**config.mk**
```make
export PLATFORM = sky130hd
export DESIGN_NAME = reg_file_flat
export DESIGN_NICKNAME = d
export VERILOG_FILES = /design/src/rtl/reg_file_pkg.sv /design/src/rtl/reg_file_if.sv /design/src/rtl/reg_file.sv /design/src/flat_wrapper.sv
export SDC_FILE = /design/constraint.sdc
export NUM_CORES = 2
export LEC_CHECK = 0
export ABC_CLOCK_PERIOD_IN_PS = 72500
export CAP_MARGIN = 40
export CORE_MARGIN = 2
export CORE_UTILIZATION = 35
export DETAILED_ROUTE_END_ITERATION = 7
export PLACE_DENSITY = 0.57
export SLEW_MARGIN = 40
export SYNTH_ARGS = -nofsm -noshare
export SYNTH_HDL_FRONTEND = slang
export SYNTH_SLANG_ARGS = --single-unit
export TNS_END_PERCENT = 50
```
**constraint.sdc**
```tcl
create_clock -name clk_in -period 72.5 [get_ports clk_in]
set_clock_uncertainty 0.1 [all_clocks]
set_input_delay 7.25 -clock clk_in [delete_from_list [all_inputs] [get_ports clk_in]]
set_output_delay 7.25 -clock clk_in [all_outputs]
set_load 0.03 [all_outputs]
```
**src/rtl/reg_file_pkg.sv**
```systemverilog
// Shared sizing for the register file: default width/depth exponents and the
// derived sizes, reused by the interface and the core.
package reg_file_pkg;

    localparam int REG_DATA_WIDTH_POW_DEF = 6;
    localparam int REG_MEM_DEPTH_POW_DEF  = 5;
    localparam int REG_DATA_WIDTH_DEF     = 2 ** REG_DATA_WIDTH_POW_DEF;
    localparam int REG_MEM_DEPTH_DEF      = 2 ** REG_MEM_DEPTH_POW_DEF;

endpackage : reg_file_pkg

```
**src/rtl/reg_file_if.sv**
```systemverilog
// Read/write port bundle of the register file: two read indices, one write port,
// and the two read data returns.
interface reg_file_if
    import reg_file_pkg::*;
#(
    parameter int REG_DATA_WIDTH_POW = REG_DATA_WIDTH_POW_DEF,
    parameter int REG_MEM_DEPTH_POW  = REG_MEM_DEPTH_POW_DEF
);

    localparam int REG_DATA_WIDTH = 2 ** REG_DATA_WIDTH_POW;

    logic [REG_MEM_DEPTH_POW-1:0] rs1_in;
    logic [REG_MEM_DEPTH_POW-1:0] rs2_in;
    logic [REG_MEM_DEPTH_POW-1:0] rd_in;
    logic [REG_DATA_WIDTH-1:0]    data_write;
    logic                         write_en;
    logic [REG_DATA_WIDTH-1:0]    reg_data1_out;
    logic [REG_DATA_WIDTH-1:0]    reg_data2_out;

    modport master (
        output rs1_in,
        output rs2_in,
        output rd_in,
        output data_write,
        output write_en,
        input  reg_data1_out,
        input  reg_data2_out
    );

    modport slave (
        input  rs1_in,
        input  rs2_in,
        input  rd_in,
        input  data_write,
        input  write_en,
        output reg_data1_out,
        output reg_data2_out
    );

endinterface : reg_file_if

```
**src/rtl/reg_file.sv**
```systemverilog
// Two-read/one-write register file with a hard-wired zero register, combinational
// reads (no write bypass) and an asynchronous clear of every register.
module reg_file
    import reg_file_pkg::*;
#(
    parameter int REG_DATA_WIDTH_POW = REG_DATA_WIDTH_POW_DEF,
    parameter int REG_MEM_DEPTH_POW  = REG_MEM_DEPTH_POW_DEF
) (
    input  logic       clk_in,
    input  logic       rst_in,
    reg_file_if.slave  bus
);

    localparam int REG_DATA_WIDTH = 2 ** REG_DATA_WIDTH_POW;
    localparam int REG_MEM_DEPTH  = 2 ** REG_MEM_DEPTH_POW;

    logic [REG_DATA_WIDTH-1:0] mem_reg [REG_MEM_DEPTH];
    logic [REG_MEM_DEPTH-1:0]  wr_sel;

    // One-hot write select; entry 0 never selects, so writes to x0 vanish.
    genvar gi;
    generate
        for (gi = 0; gi < REG_MEM_DEPTH; gi++) begin : gen_wr_sel
            if (gi == 0) begin : gen_zero
                assign wr_sel[gi] = 1'b0;
            end else begin : gen_reg
                assign wr_sel[gi] = bus.write_en &&
                                    (bus.rd_in == REG_MEM_DEPTH_POW'(gi));
            end
        end
    endgenerate

    always_ff @(posedge clk_in or posedge rst_in) begin
        if (rst_in) begin
            for (int i = 0; i < REG_MEM_DEPTH; i++) begin
                mem_reg[i] <= '0;
            end
        end else begin
            for (int i = 0; i < REG_MEM_DEPTH; i++) begin
                if (wr_sel[i]) begin
                    mem_reg[i] <= bus.data_write;
                end
            end
        end
    end

    // Reads see only committed state: a same-cycle write is not forwarded.
    assign bus.reg_data1_out = (bus.rs1_in == '0) ? '0 : mem_reg[bus.rs1_in];
    assign bus.reg_data2_out = (bus.rs2_in == '0) ? '0 : mem_reg[bus.rs2_in];

endmodule : reg_file

```
**src/flat_wrapper.sv**
```systemverilog
// flat-port wrapper written by rule: the top's interface ports become plain ports
module reg_file_flat import reg_file_pkg::*;
#(
    parameter int REG_DATA_WIDTH_POW = REG_DATA_WIDTH_POW_DEF,
    parameter int REG_MEM_DEPTH_POW  = REG_MEM_DEPTH_POW_DEF
)
  (clk_in, rst_in, bus_rs1_in, bus_rs2_in, bus_rd_in, bus_data_write, bus_write_en, bus_reg_data1_out, bus_reg_data2_out);
  reg_file_if #(.REG_DATA_WIDTH_POW(REG_DATA_WIDTH_POW), .REG_MEM_DEPTH_POW(REG_MEM_DEPTH_POW)) bus_i ();
  input  logic clk_in;
  input  logic rst_in;
  input wire logic [$bits(bus_i.rs1_in)-1:0] bus_rs1_in;
  input wire logic [$bits(bus_i.rs2_in)-1:0] bus_rs2_in;
  input wire logic [$bits(bus_i.rd_in)-1:0] bus_rd_in;
  input wire logic [$bits(bus_i.data_write)-1:0] bus_data_write;
  input wire logic [$bits(bus_i.write_en)-1:0] bus_write_en;
  output wire logic [$bits(bus_i.reg_data1_out)-1:0] bus_reg_data1_out;
  output wire logic [$bits(bus_i.reg_data2_out)-1:0] bus_reg_data2_out;
  assign bus_i.rs1_in = bus_rs1_in;
  assign bus_i.rs2_in = bus_rs2_in;
  assign bus_i.rd_in = bus_rd_in;
  assign bus_i.data_write = bus_data_write;
  assign bus_i.write_en = bus_write_en;
  assign bus_reg_data1_out = bus_i.reg_data1_out;
  assign bus_reg_data2_out = bus_i.reg_data2_out;
  reg_file #(.REG_DATA_WIDTH_POW(REG_DATA_WIDTH_POW), .REG_MEM_DEPTH_POW(REG_MEM_DEPTH_POW)) u_core (.clk_in(clk_in), .rst_in(rst_in), .bus(bus_i));
endmodule
```
==> reports/results.ini <==
[placement]
gp_congestion=0.822
io_buffers=209
dpl-instance-area_sq_um=111000
placed_cells=10800
dp_hpwl_microns=222000

[yosys]
synth_area_leader_cell=dfrtp_1
synth_xor_area_frac=0
synth_compound_area_frac=0.0594
synth_fa_ha_area_frac=0
async_flop_share=1.00
yosys_register_bits=1984
yosysTopAreaCellShare=0.471
synth.most_common_cell=mux2_2
ys_top_cells_by_count=mux2_2 (2082), dfrtp_1 (1984), mux4_2 (660)
ys.flop_type=dfrtp_1
synth_area_leaders=dfrtp_1 (47%), mux2_2 (22%), mux4_2 (14%)
synth_top_family_by_area=multiplexers
syn_inst=7263
yosysWarnings=0
synth_cell_types=54
yosysSeqAreaShare=0.471
avgSynthCellArea_sq_um=14.5
synthSimpleGateAreaFrac=0.0204
muxShareOfSynthArea=0.411
syn_area_sq_um=105000
synth_edf_count=0
syn_nets=7345

[critical_path]
r2r-end=u_core.mem_reg[670]$_DFFE_PP0P_
critPathMaxStageDelay_ns=0.75
crit_end=bus_reg_data1_out[55]
path_cells=buf_8 -> buf_16 -> buf_4 -> buf_12 -> and3b_2 -> buf_4 -> a22o_1 -> a31oi_1 -> nand3_1 -> clkdlybuf4s50_1
r2r_start=u_core.mem_reg[670]$_DFFE_PP0P_
r2r_cells=1
cp.arrival_ns=12.18
crit_required_ns=65.15
crit_family=buffers and inverters
crit_start=bus_rs1_in[0]
crit_path_frequent_cell=buf_4
cp_num_buf_inv=6
crit_cells=10
slowest_stage=clkdlybuf4s50_1
reg2reg_slack_ns=71.58
crit_path_max_fanout=69
crit_type=input port to primary output
startpoint_type=input port
critPathCaptureType=primary output

[detailed_routing]
drtIter0Drc=7327
post_drt_wl_per_cell_microns=34.6
ant_nets=0
drc=0
routed_via_density=6.28
via_count=70500
wl_microns=389000
drt_pass1_iterations=5

[die]
coreArea_sq_um=300000
io_pins=210
num_rows=201
die_h_microns=553
dieArea_sq_um=306000
start_util=0.352
dieWidth_microns=553

[final_layout]
largest_reg_flops=1984
fin_nets=7172
final_area_sq_um=118000
synthToLayoutAreaGrowth_pct=11.9
drive_above_1_share=0.471
fillers=27800
layout.cells.non_filler=11200

[sta]
slew-limit-headroom=0.373
setup_tns_ns=0
worst_pin_slew_ns=0.941
hold_viol_final=0
finalSetupViolCount=0
rsz0062_at_grt=false
drv_slew=0
layout_min_cycle_time_ns=19.53
clock.fmax_mhz=51.2
finalCritPeriodShare=0.269

[clock_tree]
cts_buffers=218
clock-root-buffer=clkbuf_16
h-tree-depth=4
cts_setup_buffers=0
path_clk_slew_ns=0.06
insertion_delay_ns=0.89
cts_sinks=1984
hold_buffers=0
clockBufferDepth=4
cts_resized=0
cts_tree=done

[outcome]
status=finished clean

[grt]
grt_max_degree=157
overflow=0
grt_pass1_vias=71500
grt_pass1_wl_microns=552000
grt_usage=0.249
antenna_found_initial=38

[flow_run]
cap_viol_max_count=0

[pwr]
ir_worst_vdd_uv=20.1
p_leak_nw=50.6
p_per_area_nw_per_um2=28.1

[min_path]
min_path_type=flip-flop to flip-flop

through the flow:
| step | total power [mW] | setup WS (ns) | util | hold WS (ns) |
|---|---|---|---|---|
| 6_report | 3.31 | 52.97 | 0.394 | 0.410 |
| 5_1_grt | 3.44 | 52.94 | 0.393 | 0.427 |
| 4_1_cts | 3.32 | 53.05 | 0.393 | 0.408 |
| 3_5_place_dp | 2.19 | 53.00 | 0.369 | 0.394 |
| 3_3_place_gp | 2.16 | 52.86 | 0.368 | 0.383 |
| 2_1_floorplan | 1.99 | 9.11 | - | 0.369 |
logic make-up after synthesis:
group,after synthesis
buffers and inverters,809
flip-flops,1984
AND/OR/NAND/NOR,388
multiplexers,3244
AO/OA/AOI/OAI,838
layout by cell type, fill, tap and decap left out, types with 18 or more instances in the layout:
| cell | instances |
|---|---|
| a21oi_1 | 45 |
| a221o_1 | 55 |
| a221oi_1 | 90 |
| a22o_1 | 101 |
| a22oi_1 | 147 |
| a31oi_1 | 21 |
| buf_12 | 20 |
| buf_2 | 65 |
| buf_4 | 115 |
| buf_6 | 51 |
| clkbuf_1 | 62 |
| clkbuf_16 | 219 |
| clkbuf_8 | 54 |
| clkdlybuf4s50_1 | 135 |
| clkinv_2 | 34 |
| dfrtp_1 | 1984 |
| mux2_1 | 37 |
| mux2_2 | 2082 |
| mux2i_1 | 465 |
| mux4_2 | 660 |
| nand2_1 | 32 |
| nand3_1 | 52 |
| nor2_1 | 66 |
| nor2b_1 | 63 |
| nor3_1 | 64 |
| o211ai_1 | 21 |
| o21ai_0 | 28 |
| o22ai_1 | 232 |
| o31a_1 | 64 |
| or4_1 | 18 |
worst min-delay path by stage:
stage / start / endpoint / slack (ns) / cells past startpoint
6_report: u_core.mem_reg[785]$_DFFE_PP0P_ / u_core.mem_reg[785]$_DFFE_PP0P_ / 0.41 / 1
5_1_grt: u_core.mem_reg[1840]$_DFFE_PP0P_ / u_core.mem_reg[1840]$_DFFE_PP0P_ / 0.43 / 1
4_1_cts: u_core.mem_reg[1813]$_DFFE_PP0P_ / u_core.mem_reg[1813]$_DFFE_PP0P_ / 0.41 / 1
3_5_place_dp: u_core.mem_reg[1813]$_DFFE_PP0P_ / u_core.mem_reg[1813]$_DFFE_PP0P_ / 0.39 / 1
3_3_place_gp: u_core.mem_reg[1558]$_DFFE_PP0P_ / u_core.mem_reg[1558]$_DFFE_PP0P_ / 0.38 / 1
2_1_floorplan: u_core.mem_reg[1813]$_DFFE_PP0P_ / u_core.mem_reg[1813]$_DFFE_PP0P_ / 0.37 / 1
routing by layer:
| metal | up-vias | share of wire | global-route usage |
|---|---|---|---|
| met5 | - | 0.00027 | 0 |
| met4 | 18 | 0.043 | 0.0953 |
| met3 | 792 | 0.078 | 0.0481 |
| met2 | 3255 | 0.46 | 0.389 |
| met1 | 38500 | 0.42 | 0.340 |
| li1 | 27900 | - | - |
power by group:
group | switching [mW] | total [mW] | internal (mW) | leakage, nW
clock | 0.477 | 1.13 | 0.648 | 3.48
sequential | 0.167 | 1.49 | 1.33 | 25.4
combinational | 0.304 | 0.694 | 0.390 | 21.7
cell type report:
cell class / count / area, sq um / share of cell area
diodes: 12 / 30.0 / 0.000255
inverters: 4 / 27.5 / 0.000233
well taps: 3958 / 4950 / 0.0420
repair buffers: 412 / 4080 / 0.0346
clock inverters: 54 / 589 / 0.00500
multi-input cells: 4470 / 52200 / 0.442
clock buffers: 335 / 6460 / 0.0547
flip-flops and latches: 1984 / 49600 / 0.421
(Power assumes the default switching activity.)
